<file path="src/rtl/bp_update_ctrl_pkg.sv">
// Shared branch-predictor definitions: local-table encodings, update FSM
// states and the resolved-branch queue entry layout.
package bp_update_ctrl_pkg;

  // History-selected local table (upper bit = older outcome, T=1).
  typedef enum logic [1:0] {
    BP_UU = 2'd0,
    BP_UT = 2'd1,
    BP_TU = 2'd2,
    BP_TT = 2'd3
  } bp_table_e;

  // Update controller states.
  typedef enum logic {
    ST_INIT = 1'b0,
    ST_RUN  = 1'b1
  } bp_state_e;

  localparam int unsigned BP_IDX_W = 8;

  // Queue entry at the default index width; the controller packs its
  // FIFO word in the same {table, idx, taken} order for any IDX_W.
  typedef struct packed {
    bp_table_e             tbl;
    logic [BP_IDX_W-1:0]   idx;
    logic                  taken;
  } bp_entry_t;

  // A resolving conditional branch in a non-stalled execute stage.
  function automatic logic bp_is_capture(input logic [1:0] op, input logic stall);
    return op[0] & ~stall;
  endfunction

endpackage

</file>
<file path="src/rtl/bp_upd_fifo.sv">
// Small synchronous FIFO holding resolved branches awaiting a table write.
// DEPTH must be a power of two so the pointers wrap naturally.
module bp_upd_fifo #(
  parameter int unsigned W     = 11,
  parameter int unsigned DEPTH = 4
) (
  input  logic                     clk_i,
  input  logic                     reset_n_i,
  input  logic                     clr_i,
  input  logic                     push_i,
  input  logic [W-1:0]             push_data_i,
  input  logic                     pop_i,
  output logic [W-1:0]             head_o,
  output logic                     full_o,
  output logic                     empty_o,
  output logic [$clog2(DEPTH):0]   count_o
);

  localparam int unsigned PTR_W = $clog2(DEPTH);
  localparam int unsigned CNT_W = PTR_W + 1;
  localparam logic [PTR_W-1:0] PTR_ONE  = PTR_W'(1);
  localparam logic [CNT_W-1:0] CNT_ONE  = CNT_W'(1);
  localparam logic [CNT_W-1:0] CNT_FULL = CNT_W'(DEPTH);

  logic [W-1:0]     mem [DEPTH];
  logic [PTR_W-1:0] wr_ptr;
  logic [PTR_W-1:0] rd_ptr;
  logic [CNT_W-1:0] count;
  logic             do_pop;
  logic             do_push;

  assign full_o  = (count == CNT_FULL);
  assign empty_o = (count == '0);
  assign count_o = count;
  assign head_o  = mem[rd_ptr];

  assign do_pop  = pop_i & ~empty_o;
  assign do_push = push_i & (~full_o | do_pop);

  // Entry storage; contents are only meaningful while counted.
  always_ff @(posedge clk_i) begin
    if (do_push) mem[wr_ptr] <= push_data_i;
  end

  // Pointer and occupancy bookkeeping; clr_i empties the queue.
  always_ff @(posedge clk_i or negedge reset_n_i) begin
    if (!reset_n_i) begin
      wr_ptr <= '0;
      rd_ptr <= '0;
      count  <= '0;
    end else if (clr_i) begin
      wr_ptr <= '0;
      rd_ptr <= '0;
      count  <= '0;
    end else begin
      if (do_push) wr_ptr <= wr_ptr + PTR_ONE;
      if (do_pop)  rd_ptr <= rd_ptr + PTR_ONE;
      case ({do_push, do_pop})
        2'b10:   count <= count + CNT_ONE;
        2'b01:   count <= count - CNT_ONE;
        default: count <= count;
      endcase
    end
  end

endmodule

</file>
<file path="src/rtl/bp_update_ctrl.sv">
// Branch-predictor update controller: sweeps all table entries on reset or
// flush, then trains the local tables from a queue of resolved branches.
module bp_update_ctrl
  import bp_update_ctrl_pkg::*;
#(
  parameter int unsigned IDX_W      = BP_IDX_W,
  parameter int unsigned FIFO_DEPTH = 4
) (
  input  logic             clk_i,
  input  logic             reset_n_i,
  input  logic             stall_e_i,
  input  logic [1:0]       branch_op_e_i,
  input  logic             pc_src_res_e_i,
  input  logic [IDX_W-1:0] idx_e_i,
  input  logic [1:0]       local_src_e_i,
  input  logic             flush_i,
  input  logic             upd_ready_i,
  output logic             upd_we_o,
  output logic             upd_init_o,
  output logic [1:0]       upd_table_o,
  output logic [IDX_W-1:0] upd_idx_o,
  output logic             upd_taken_o,
  output logic             init_done_o,
  output logic             dropped_o
);

  localparam int unsigned ENT_W = IDX_W + 3;
  localparam int unsigned CNT_W = $clog2(FIFO_DEPTH) + 1;
  localparam logic [IDX_W-1:0] IDX_LAST = '1;
  localparam logic [IDX_W-1:0] IDX_ONE  = IDX_W'(1);
  localparam logic [CNT_W-1:0] CNT_FULL = CNT_W'(FIFO_DEPTH);

  bp_state_e        state;
  logic [IDX_W-1:0] init_cnt;
  logic             drop_q;

  logic             in_run;
  logic             cap_run;
  logic             deq;
  logic             enq;
  logic             drop_d;
  logic [ENT_W-1:0] cap_entry;
  logic [ENT_W-1:0] head;
  logic             q_full;
  logic             q_empty;
  logic [CNT_W-1:0] q_count;

  assign in_run      = (state == ST_RUN);
  assign init_done_o = in_run;
  assign dropped_o   = drop_q;

  // Captures outside RUN, or coincident with a flush, are discarded silently.
  assign cap_run   = in_run & ~flush_i & bp_is_capture(branch_op_e_i, stall_e_i);
  assign deq       = in_run & ~q_empty & upd_ready_i;
  assign enq       = cap_run & (~q_full | deq);
  assign drop_d    = cap_run & ~deq & (q_count == CNT_FULL);
  assign cap_entry = {local_src_e_i, idx_e_i, pc_src_res_e_i};

  bp_upd_fifo #(
    .W     (ENT_W),
    .DEPTH (FIFO_DEPTH)
  ) u_fifo (
    .clk_i       (clk_i),
    .reset_n_i   (reset_n_i),
    .clr_i       (flush_i),
    .push_i      (enq),
    .push_data_i (cap_entry),
    .pop_i       (deq),
    .head_o      (head),
    .full_o      (q_full),
    .empty_o     (q_empty),
    .count_o     (q_count)
  );

  // INIT sweep counter, state transitions and the registered drop pulse.
  always_ff @(posedge clk_i or negedge reset_n_i) begin
    if (!reset_n_i) begin
      state    <= ST_INIT;
      init_cnt <= '0;
      drop_q   <= 1'b0;
    end else begin
      drop_q <= drop_d;
      if (flush_i) begin
        state    <= ST_INIT;
        init_cnt <= '0;
      end else if (state == ST_INIT && upd_ready_i) begin
        init_cnt <= init_cnt + IDX_ONE;
        if (init_cnt == IDX_LAST) state <= ST_RUN;
      end
    end
  end

  // Table write port: init broadcast in INIT, queue head in RUN.
  always_comb begin
    upd_we_o    = 1'b1;
    upd_init_o  = 1'b1;
    upd_table_o = '0;
    upd_idx_o   = init_cnt;
    upd_taken_o = 1'b0;
    if (in_run) begin
      upd_we_o   = ~q_empty;
      upd_init_o = 1'b0;
      upd_idx_o  = '0;
      if (!q_empty) begin
        upd_table_o = head[ENT_W-1 -: 2];
        upd_idx_o   = head[IDX_W:1];
        upd_taken_o = head[0];
      end
    end
  end

endmodule

</file>
<file path="config.mk">
export PLATFORM = sky130hd
export DESIGN_NAME = bp_update_ctrl
export DESIGN_NICKNAME = d
export VERILOG_FILES = /design/src/rtl/bp_update_ctrl_pkg.sv /design/src/rtl/bp_upd_fifo.sv /design/src/rtl/bp_update_ctrl.sv
export SDC_FILE = /design/constraint.sdc
export NUM_CORES = 1
export LEC_CHECK = 0
export CAP_MARGIN = 40
export CORE_MARGIN = 2
export CORE_UTILIZATION = 45
export CTS_CLUSTER_DIAMETER = 100
export DETAILED_ROUTE_END_ITERATION = 7
export GPL_TIMING_DRIVEN = 0
export PLACE_DENSITY_LB_ADDON = 0.12
export SYNTH_ARGS = -nofsm -noshare
export SYNTH_HDL_FRONTEND = slang
export SYNTH_HIERARCHICAL = 1
export SYNTH_SLANG_ARGS = --single-unit
</file>
<file path="constraint.sdc">
create_clock -name clk_i -period 2.5 [get_ports clk_i]
set_input_delay 0.5 -clock clk_i [delete_from_list [all_inputs] [get_ports clk_i]]
set_output_delay 0.5 -clock clk_i [all_outputs]
set_load 0.01 [all_outputs]
</file>
[Yosys cells after proc, flatten, opt, wreduce, memory -nomap -nowiden]
Memories as Yosys holds them, arrays and structs flattened.
Index checks and enable logic that the tools add are counted.
Cells by class
  $add $sub $neg: 5
  eq/ne operators: 4
  muxes and demuxes: 21
  bitwise operators: 18
  reductions and logical operators: 8
Operators with widths (number)
  two-way mux 8 bit: 4
  two-way mux 2 bit: 6
  AND 1 bit: 10
  two-way mux 1 bit: 9
  adder 8 x 1 -> 8 bit, second input constant: 1
  == test 8 bit, second input constant: 1
  nonzero test 2 bit: 4
  inverter 1 bit: 6
  case mux 3 bit (2 select lines): 1
  adder 2 x 1 -> 2 bit, second input constant: 2
  adder 3 x 1 -> 3 bit, second input constant: 1
  == test 3 bit, second input constant: 1
  zero test 3 bit: 1
  two-way mux 3 bit: 1
  nonzero test 3 bit: 1
  subtractor 3 x 1 -> 3 bit, second input constant: 1
  == test 2 x 1 -> 1 bit, second input constant: 1
  == test 2 bit, second input constant: 1
  OR 1 bit: 2
  AND reduction 2 bit: 1
  logical AND 1 bit: 1
Word-level totals
  flip-flop bits (word level): 17
  memory bits (writable): 44
  input port bits: 18
  word-level logic and storage cells: 63
  memories kept: 1
Memory list
  u_fifo.mem: words 4, width 11, rd ports 1, clocked after memory_dff 0, wr ports 1, RTL line bp_upd_fifo.sv:25  | logic [W-1:0] mem [DEPTH];

[Longest topological paths before layout]
Gate-level depths: netlist of run 1.
  word-level depth: 10
  gate-level depth with buffers: 12
  depth with buffers taken out: 10

[Hierarchy]
The synthesis of run 1 kept the hierarchy.
By module, submodules not included
  bp_upd_fifo: times used 1, cells an instance 120, area an instance 2144.6 µm², sequential area each 1496.4 µm²
  bp_update_ctrl: times used 1, cells an instance 79, area an instance 644.4 µm², sequential area each 250.2 µm²

[Worst setup path before layout of run 1]
Ideal clock, no wire load.
  kind: register -> register
  from: register u_fifo.count[1] (netlist: u_fifo/count_o[1])
  to: register u_fifo.count[2] (netlist: u_fifo/count_o[2])
  setup time: 0.082 ns
  arrival: 2.434 ns
  setup slack: -0.016 ns
  cell stages (with the launch flop): 12
  path buffers: 2
  cells stage by stage: dfrtp_1 > buf_2 > nor3_1 > nor2b_1 > nand2_1 > inv_1 > buf_2 > nand2b_4 > nor2_1 > fa_1 > or4_1 > a31oi_1
On the way
  cells in the longest elaborated chain, start to end: 10
  elaborated cells on any way between the ends: 18
  those cells by class: add/sub (2); eq/ne (3); mux (2); bitwise (9); reduce/logical (2)
RTL lines
  start: declaration: RTL line bp_upd_fifo.sv:28  | logic [CNT_W-1:0] count;
  start signal: assignment: RTL line bp_upd_fifo.sv:59  | 2'b10: count <= count + CNT_ONE;
  start signal: assignment: RTL line bp_upd_fifo.sv:60  | 2'b01: count <= count - CNT_ONE;
  start signal: assignment: RTL line bp_upd_fifo.sv:61  | default: count <= count;
  zero test 3 bit (*): RTL line bp_upd_fifo.sv:33  | assign empty_o = (count == '0);
  named net q_empty: RTL line bp_update_ctrl.sv:45  | logic q_empty;
  inverter 1 bit (*): RTL line bp_update_ctrl.sv:54  | assign deq = in_run & ~q_empty & upd_ready_i;
  AND 1 bit (*) (2 in a row): RTL line bp_update_ctrl.sv:54
  named net deq: RTL line bp_update_ctrl.sv:39  | logic deq;
  OR 1 bit / AND 1 bit (equally long branches): RTL line bp_update_ctrl.sv:55, bp_upd_fifo.sv:37
  AND 1 bit / OR 1 bit (equally long branches): RTL line bp_update_ctrl.sv:55, bp_upd_fifo.sv:38
  AND 1 bit: RTL line bp_upd_fifo.sv:38  | assign do_push = push_i & (~full_o | do_pop);
  == test 2 x 1 -> 1 bit / == test 2 bit (equally long branches): RTL line bp_upd_fifo.sv:58  | case ({do_push, do_pop})
  case mux 3 bit (2 select lines): RTL line bp_upd_fifo.sv:58
  two-way mux 3 bit: RTL line bp_upd_fifo.sv:51  | end else if (clr_i) begin
The timed path passes the listed nets; every way through them passes the cells marked *.
A chain may end at the register's enable or synchronous reset.

[Worst setup path in the final report of run 1]
  from: input port branch_op_e_i[0]
  to: register u_fifo.count[2] (netlist: u_fifo/count_o[2])
On the way
  cells in the longest elaborated chain, start to end: 7
  elaborated cells on any way between the ends: 9
  those cells by class: eq/ne (2); mux (2); bitwise (4); reduce/logical (1)
RTL lines
  start: declaration: RTL line bp_update_ctrl.sv:12  | input logic [1:0] branch_op_e_i,
  AND 1 bit (*): RTL line bp_update_ctrl_pkg.sv:31  | return op[0] & ~stall;
  AND 1 bit (*): RTL line bp_update_ctrl.sv:53  | assign cap_run = in_run & ~flush_i & bp_is_capture(branch_op_e_i, stall_e_i);
  AND 1 bit (*): RTL line bp_update_ctrl.sv:55  | assign enq = cap_run & (~q_full | deq);
  named net enq: RTL line bp_update_ctrl.sv:40  | logic enq;
  AND 1 bit (*): RTL line bp_upd_fifo.sv:38
  == test 2 x 1 -> 1 bit / == test 2 bit (equally long branches): RTL line bp_upd_fifo.sv:58
  case mux 3 bit (2 select lines): RTL line bp_upd_fifo.sv:58
  two-way mux 3 bit: RTL line bp_upd_fifo.sv:51
Marked as above.

==> out/qor.csv, run 1 <==
stage,metric,value,unit
place,hpwl dp,3680,um
floorplanning,Ports,33,
critical_path,crit path DAT,2680,ps
global_route,largest net degree at the start of global routing,14,
yosys,Post-Syn Area,0.00279,sq mm
global_route,grt ovf,0,
timing,WHS,392,ps
floorplanning,core footprint,0.00596,sq mm
timing,final hold viol count,0,
yosys,Mapped Nets,223,
critical_path,peak fanout along the critical path,6,
final_layout,P&R area growth vs syn,29.7,%
global_route,antenna violations before repair,0,
clock_network,Num CTS Buffers,9,
clock_network,CTS tree,yes,
timing,Least-Margin Pin Slew,423,ps
critical_path,Critical Setup Path Class,in -> reg,
detailed_routing,TritonRoute pass-1 iters,4,
detailed_routing,Post-Route WL,5680,um
yosys,"Seq/Total Area, Yosys",62.6,%
place,GPL Wtd Cong,0.718,
place,area post-placement,0.00321,sq mm
floorplanning,Cell Rows,28,
detailed_routing,Iter 0 DRT Violations,80,
yosys,number of synthesized flops with an enable pin,44,
detailed_routing,DRC,0,
final_layout,FILL cells,487,
final_layout,fin nets,283,
pwr,Pwr Density,577,mW/mm^2
yosys,Yosys reg bits,61,
clock_network,# H-tree levels,3,
clock_network,CTS Sinks,61,
floorplanning,Initial Util,46.8,%
detailed_routing,routed via count,1814,
detailed_routing,WL per Instance,16.8,um
clock_network,worst skew pair latency,340,ps
place,I/O Buffers,31,
floorplanning,Die Y,82.7,um
yosys,Main synth FF type,edfxtp_1,
run,total of max-cap violations,0,
timing,period utilization,96.9,%
clock_network,Max Root-Sink Buffers,2,
pwr,worst vdd ir,0.278,mV
floorplanning,Die W,82.7,um
min_path,HP Class,in -> async,
yosys,Ys Warns,6,
critical_path,WP data required,2760,ps
place,Place WS,-893,ps
timing,Setup Skew,8.32,ps
timing,PnR worst setup slack,76.7,ps
yosys,Avg Inst Size Synth,14.0,sq um
timing,final setup vio count,0,
status,status,"complete, no violations",
yosys,Gate Count Post-Synth,199,
global_route,vias in the first global route,1811,
timing,fmax,0.413,GHz
final_layout,fin area,0.00362,sq mm
critical_path,CP Capture Type,flip-flop,
floorplanning,DIE AREA,0.00684,sq mm
critical_path,Startpoint Class,input port,
clock_network,Clock Root Buffer,clkbuf_8,
timing,crit path time final,2420,ps
global_route,total global routing track utilization,18.5,%
yosys,Netlist cell types,46,
final_layout,"commonest non-fill, non-tap cells in the layout","44 x edfxtp_1, 19 x buf_4, 18 x nor2_1, 18 x clkdlybuf4s50_1, 15 x inv_1",
final_layout,"most common cell after layout, fill and taps aside",edfxtp_1,
pwr,P_leak,1.39,nW
detailed_routing,Via-to-Cell Ratio,5.37,
global_route,global-route wire length before repair,8690,um
timing,Worst slew margin,71.8,%
final_layout,share of cells above drive strength 1,28.5,%
clock_network,# hold bufs at CTS,0,
timing,Max Slew Vio Count,0,
final_layout,number of diodes,0,
clock_network,"Reg clk slew, reported paths",70,ps
yosys,async set-reset flop share out of synthesis,27.9,%
detailed_routing,Routed Antenna Nets,0,
==> cell usage after synthesis, types with 4 or more instances <==
master    instances  share of area, %
buf_2             5              0.90
edfxtp_1         44                47
nand2_1          13               1.7
and2_1            8               1.8
inv_1            16               2.2
ha_1              5               2.2
dfrtp_1          17                15
o21ai_0           7               1.3
nor2_1           18               2.4
a21oi_1           4              0.72
mux4_2           11               8.9
mux2_2            4               1.6
==> stage by stage <==
stage,util [%],total power [mW],setup TNS [ps],std cells
detailed placement,53.9,1.19,-38950,306
global placement,53.7,1.18,-38520,305
floorplan,-,1.13,0,199
finish,60.7,2.09,0,338
CTS,58.6,2.11,-118,324
global route,60.7,2.16,-20.2,338
==> kinds of logic (layout without fill, tap and decap cells) <==
group	count (synthesis)	count (layout)	synth area share, %
flip-flops	61	61	62.6
AND/OR/NAND/NOR	59	59	11.4
AO/OA/AOI/OAI	25	25	6.19
buffers and inverters	25	89	3.72
multiplexers	17	17	11.2
adder cells (fa/ha/maj)	6	6	2.96
XOR/XNOR	6	6	1.88
==> routing by layer <==
metal	GRT usage, %	vias to the layer above	wire length, um
met5	0	-	0
met3	5.98	16	265
met4	11.8	0	156
met2	28.1	43	2670
met1	22.8	902	2590
li1	-	853	-
==> final timing paths <==
path / slack [ps] / cells past startpoint / endpoint / from
worst max-delay path: 80 / 9 / u_fifo/count_o[2]$_DFFE_PN0P_ / branch_op_e_i[0]
worst min-delay path: 390 / 1 / init_cnt[2]$_DFFE_PN0P_ / reset_n_i
worst max register to register: 120 / 11 / u_fifo/count_o[2]$_DFFE_PN0P_ / u_fifo/count_o[1]$_DFFE_PN0P_
worst min register to register: 550 / 2 / dropped_o$_DFF_PN0_ / u_fifo/count_o[2]$_DFFE_PN0P_
max in group asynchronous: 1720 / 2 / u_fifo/rd_ptr[0]$_DFFE_PN0P_ / reset_n_i
min in group clk_i: 500 / 4 / dropped_o$_DFF_PN0_ / stall_e_i
==> timing repair <==
item,CTS,global route
gates resized for setup,34,13
endpoints found under the setup margin,57,48
setup buffers,3,15
pin swaps,2,4
==> flip-flops by register name, indices dropped and copies added (netlist names) <==
register and count:
u_fifo/count_o 3, dropped_o 1, u_fifo/mem 44, u_fifo/rd_ptr 2, init_done_o 1, u_fifo/wr_ptr 2, init_cnt 8
==> report_power, final <==
part	leakage, nW	internal, mW	total (mW)	switching [mW]
clock network	0.101	0.551	0.923	0.373
registers	0.626	1.09	1.09	0.00319
logic	0.659	0.0354	0.0711	0.0357
==> critical path: stages <==
cell and delay (ps):
clkdlybuf4s50_1 460, nor4bb_4 210, a21boi_2 210, buf_6 130, nand2b_4 140, nor2_1 70
fa_2 370, or4_1 410, a31oi_1 190
==> cell type report <==
type / count / area (sq um) / share of cell area [%]
clock inverter: 5 / 76.3 / 2.11
multi-input combinational: 113 / 981 / 27.1
tap: 75 / 93.8 / 2.60
sequential: 61 / 1750 / 48.4
inverter: 16 / 63.8 / 1.76
timing repair buffer: 50 / 440 / 12.2
buffer: 8 / 82.6 / 2.28
clock buffer: 10 / 128 / 3.53
No activity file was read; power rests on OpenSTA's default activity.
==> run 2, diff against run 1 <==
--- a/config.mk
+++ b/config.mk
@@ -5,7 +5,7 @@
 export SDC_FILE = /design/constraint.sdc
 export NUM_CORES = 1
 export LEC_CHECK = 0
-export CAP_MARGIN = 40
+export CAP_MARGIN = 30
 export CORE_MARGIN = 2
 export CORE_UTILIZATION = 45
 export CTS_CLUSTER_DIAMETER = 100
@@ -14,5 +14,4 @@
 export PLACE_DENSITY_LB_ADDON = 0.12
 export SYNTH_ARGS = -nofsm -noshare
 export SYNTH_HDL_FRONTEND = slang
-export SYNTH_HIERARCHICAL = 1
 export SYNTH_SLANG_ARGS = --single-unit
==> run 2 against run 1 <==
Against the previous run:
- critical path depth shrank 5
- first-iteration DRC count shrank 2.5%
- clock-buffer cell count is the same
- clock skew grew 4.3 ps
- hold slack got worse by 26 ps
- synthesized area grew 0.76%
- clock power decreased by 0.7%
- die area grew 0.73%
- via count decreased by 6.1%
- core utilization fell by 3.1 points
- global-route usage down 2.0 points
- sequential share of layout area grew 2.2 points
==> out/qor.csv, run 2 <==
stage,metric,value,unit,change
status,status,"complete, no violations",,unchanged
critical_path,reg2reg path depth,7,,was 11
yosys,Ys Warns,0,,was 6
pwr,Clk network pwr share,44.1,%,was 44.2%
place,I/O Buffers,30,,was 31
critical_path,CP bufs+invs,2,,unchanged
clock_network,Clock Root Buffer,clkbuf_8,,unchanged
critical_path,Critical R2R Launch,u_fifo.count_o[2]$_DFFE_PN0P_,,was u_fifo/count_o[1]$_DFFE_PN0P_
floorplanning,Initial Util,46.9,%,was 46.8%
yosys,Gate Count Post-Synth,200,,was 199
pwr,total power draw,2.08,mW,was 2.09 mW
detailed_routing,met2 WL,2570,um,was 2670 um
detailed_routing,TritonRoute pass-1 iters,4,,unchanged
yosys,Area contributors post-synth,"edfxtp_1 47%, dfrtp_1 15%, mux4_2 8.8%",,"was edfxtp_1 47%, dfrtp_1 15%, mux4_2 8.9%"
final_layout,Reg with most FFs,u_fifo.mem,,was u_fifo/mem
timing,RSZ-0062 raised after global routing,true,,
pwr,worst vdd ir,0.368,mV,was 0.278 mV
final_layout,number of diodes,0,,unchanged
yosys,Main synth FF type,edfxtp_1,,unchanged
timing,final hold viol count,0,,unchanged
final_layout,max FFs per register,44,,unchanged
detailed_routing,routed via count,1703,,"was 1,814"
place,GPL Wtd Cong,0.784,,was 0.718
min_path,HP Class,in -> reg,,was in -> async
detailed_routing,Routed Antenna Nets,0,,unchanged
detailed_routing,WL per Instance,16.6,um,was 16.8 um
final_layout,"commonest non-fill, non-tap cells in the layout","44 x edfxtp_1, 21 x clkdlybuf4s50_1, 19 x inv_1",,"was 44 x edfxtp_1, 19 x buf_4, 18 x nor2_1, 18 x clkdlybuf4s50_1, 15 x inv_1"
critical_path,Critical-path top delay cell,mux4_2,,was clkdlybuf4s50_1
global_route,vias in the first global route,1680,,"was 1,811"
pwr,Switching Share,19.4,%,was 19.7%
detailed_routing,DRT met1 WL,2460,um,was 2590 um
yosys,cell with the most instances after synthesis,edfxtp_1,,unchanged
critical_path,CP Capture Type,primary output,,was flip-flop
floorplanning,Die W,83.0,um,was 82.7 um
timing,crit path time final,2440,ps,was 2420 ps
timing,period utilization,97.7,%,was 96.9%
yosys,number of synthesized flops with an enable pin,44,,unchanged
yosys,async set-reset flop share out of synthesis,27.9,%,unchanged
place,area post-placement,0.00320,sq mm,was 0.00321 sq mm
pwr,Internal,1.68,mW,about the same
place,hpwl dp,3650,um,was 3680 um
yosys,Post-Syn Area,0.00281,sq mm,was 0.00279 sq mm
critical_path,WP depth,4,,was 9
floorplanning,Die Y,83.0,um,was 82.7 um
critical_path,Critical Setup Path Class,reg -> out,,was in -> reg
clock_network,CTS Sinks,61,,unchanged
pwr,Seq pwr share,52.5,%,was 52.4%
critical_path,flop2flop setup slack,370,ps,was 120 ps
clock_network,Num CTS Buffers,9,,unchanged
detailed_routing,Via-to-Cell Ratio,5.29,,was 5.37
yosys,top post-synthesis cells by count,"44 x edfxtp_1, 19 x inv_1, 17 x dfrtp_1",,"was 44 x edfxtp_1, 18 x nor2_1, 17 x dfrtp_1"
timing,Final TNS setup,0,ps,unchanged
critical_path,Startpoint Class,flip-flop,,was input port
critical_path,peak fanout along the critical path,5,,was 6
detailed_routing,Post-Route WL,5340,um,was 5680 um
global_route,grt ovf,0,,unchanged
run,total of max-cap violations,0,,unchanged
timing,Least-Margin Pin Slew,841,ps,was 423 ps
floorplanning,core footprint,0.00599,sq mm,was 0.00596 sq mm
timing,Worst slew margin,43.7,%,was 71.8%
critical_path,crit path DAT,1940,ps,was 2680 ps
final_layout,FILL cells,498,,was 487
critical_path,CP Capture Point,upd_taken_o,,was u_fifo/count_o[2]$_DFFE_PN0P_
critical_path,Crit path max-delay family,buffers and inverters,,was simple AND/OR/NAND/NOR gates
clock_network,worst skew pair latency,330,ps,was 340 ps
critical_path,Reg-to-Reg End,u_fifo.count_o[2]$_DFFE_PN0P_,,was u_fifo/count_o[2]$_DFFE_PN0P_
final_layout,fin nets,267,,was 283
final_layout,fin area,0.00345,sq mm,was 0.00362 sq mm
clock_network,CTS tree,yes,,unchanged
floorplanning,DIE AREA,0.00689,sq mm,was 0.00684 sq mm
detailed_routing,Iter 0 DRT Violations,78,,was 80
timing,Max Slew Vio Count,0,,unchanged
global_route,global-route wire length before repair,8670,um,was 8690 um
pwr,Pwr Density,603,mW/mm^2,was 577 mW/mm^2
place,Place WS,-138,ps,was -893 ps
floorplanning,Ports,33,,unchanged
timing,PnR worst setup slack,57.6,ps,was 76.7 ps
final_layout,"most common cell after layout, fill and taps aside",edfxtp_1,,unchanged
clock_network,Max Root-Sink Buffers,2,,unchanged
yosys,"Seq/Total Area, Yosys",62.2,%,was 62.6%
global_route,largest net degree at the start of global routing,18,,was 14
timing,Setup Skew,12.6,ps,was 8.32 ps
yosys,Yosys reg bits,61,,unchanged
timing,fmax,0.409,GHz,was 0.413 GHz
pwr,logic gate share of total power,3.4,%,about the same
critical_path,WP data required,2000,ps,was 2760 ps
final_layout,share of cells above drive strength 1,16.6,%,was 28.5%
min_path,cell count of the worst hold path,2,,
critical_path,worst path cell trace,"buf_6, mux4_2, and3_1, clkdlybuf4s50_1",,"was clkdlybuf4s50_1, nor4bb_4, a21boi_2, buf_6, nand2b_4, nor2_1, fa_2, or4_1, a31oi_1"
detailed_routing,DRC,0,,unchanged
final_layout,P&R area growth vs syn,22.8,%,was 29.7%
clock_network,"Reg clk slew, reported paths",70,ps,about the same
yosys,Netlist cell types,38,,was 46
pwr,P_leak,1.31,nW,was 1.39 nW
floorplanning,Cell Rows,28,,unchanged
critical_path,Worst Setup SP,u_fifo.rd_ptr[0]$_DFFE_PN0P_,,was branch_op_e_i[0]
yosys,area share of the largest cell type after synthesis,47.0,%,was 47.4%
yosys,"area leader, netlist",edfxtp_1,,unchanged
timing,final setup vio count,0,,unchanged
detailed_routing,metal3 WL,225,um,was 265 um
final_layout,final design utilization,57.6,%,was 60.7%
critical_path,"Largest stage delay, worst path",480,ps,was 460 ps
yosys,Avg Inst Size Synth,14.1,sq um,was 14.0 sq um
global_route,total global routing track utilization,16.5,%,was 18.5%
clock_network,# H-tree levels,3,,unchanged
detailed_routing,top layer in use,met4,,unchanged
global_route,antenna violations before repair,0,,unchanged
yosys,Mapped Nets,224,,was 223
pwr,switching power of the nets,0.404,mW,was 0.411 mW
[run 2: kinds of logic (layout without fill, tap and decap cells)]
kind of cell	count (synthesis)	in the layout	share of synthesized area, %
AND/OR/NAND/NOR	60	60	12.2
buffers and inverters	28	75	4.72
XOR/XNOR	11	11	3.43
AO/OA/AOI/OAI	22	22	5.39
flip-flops	61	61	62.2
adder cells (fa/ha/maj)	6	6	2.94
multiplexers	12	12	9.17
[run 2: cell type report]
| class | instances | area, sq um | area share (%) |
|---|---|---|---|
| flip-flops and latches | 61 | 1750 | 50.7 |
| multi-input cells | 111 | 943 | 27.3 |
| well taps | 75 | 93.8 | 2.72 |
| inverters | 19 | 71.3 | 2.07 |
| clock buffers | 10 | 128 | 3.70 |
| clock inverters | 5 | 76.3 | 2.21 |
| repair buffers | 32 | 308 | 8.92 |
| plain buffers | 9 | 82.6 | 2.39 |
[run 2: worst reg2reg max path, stage by stage (launching register included)]
cell and delay (ps):
dfrtp_1 370, buf_2 190, nor3_1 390, nor3_1 120, fa_1 450, nor4_1 280, o21ai_0 120, a31oi_1 130
[run 2: what timing repair did]
action / in CTS / in global routing
buffers inserted: 0 / 2
hold buffers: 0 / 0
setup endpoints to repair: 12 / 5
gates resized for setup: 19 / 1
[run 2: how the worst min path moves through the flow]
stage,start,end
final,flush_i,init_cnt[6]$_DFFE_PN0P_
after global routing,flush_i,init_cnt[6]$_DFFE_PN0P_
after CTS,flush_i,init_cnt[6]$_DFFE_PN0P_
after detailed placement,u_fifo.wr_ptr[1]$_DFFE_PN0P_,u_fifo.wr_ptr[1]$_DFFE_PN0P_
after global placement,u_fifo.wr_ptr[1]$_DFFE_PN0P_,u_fifo.wr_ptr[1]$_DFFE_PN0P_
after floorplan,reset_n_i,dropped_o$_DFF_PN0_
[run 2: routing by layer]
layer,vias up,track usage (%)
met4,0,7.30
met5,-,0
met3,8,4.67
li1,819,-
met1,836,20.9
met2,40,26.5
[run 2: power by group through the flow]
stage	combinational [mW]	clock [mW]	sequential, mW
4_1_cts	0.0713	0.936	1.09
6_report	0.0701	0.917	1.09
2_1_floorplan	0.0231	0	1.11
5_1_grt	0.0766	0.981	1.09
3_5_place_dp	0.0721	0	1.11
3_3_place_gp	0.0716	0	1.11
[run 2: through the flow]
| stage | hold slack [ps] | instances |
|---|---|---|
| floorplan | 204 | 200 |
| global placement | 590 | 305 |
| detailed placement | 592 | 305 |
| CTS | 359 | 320 |
| global route | 362 | 322 |
| finish | 366 | 322 |
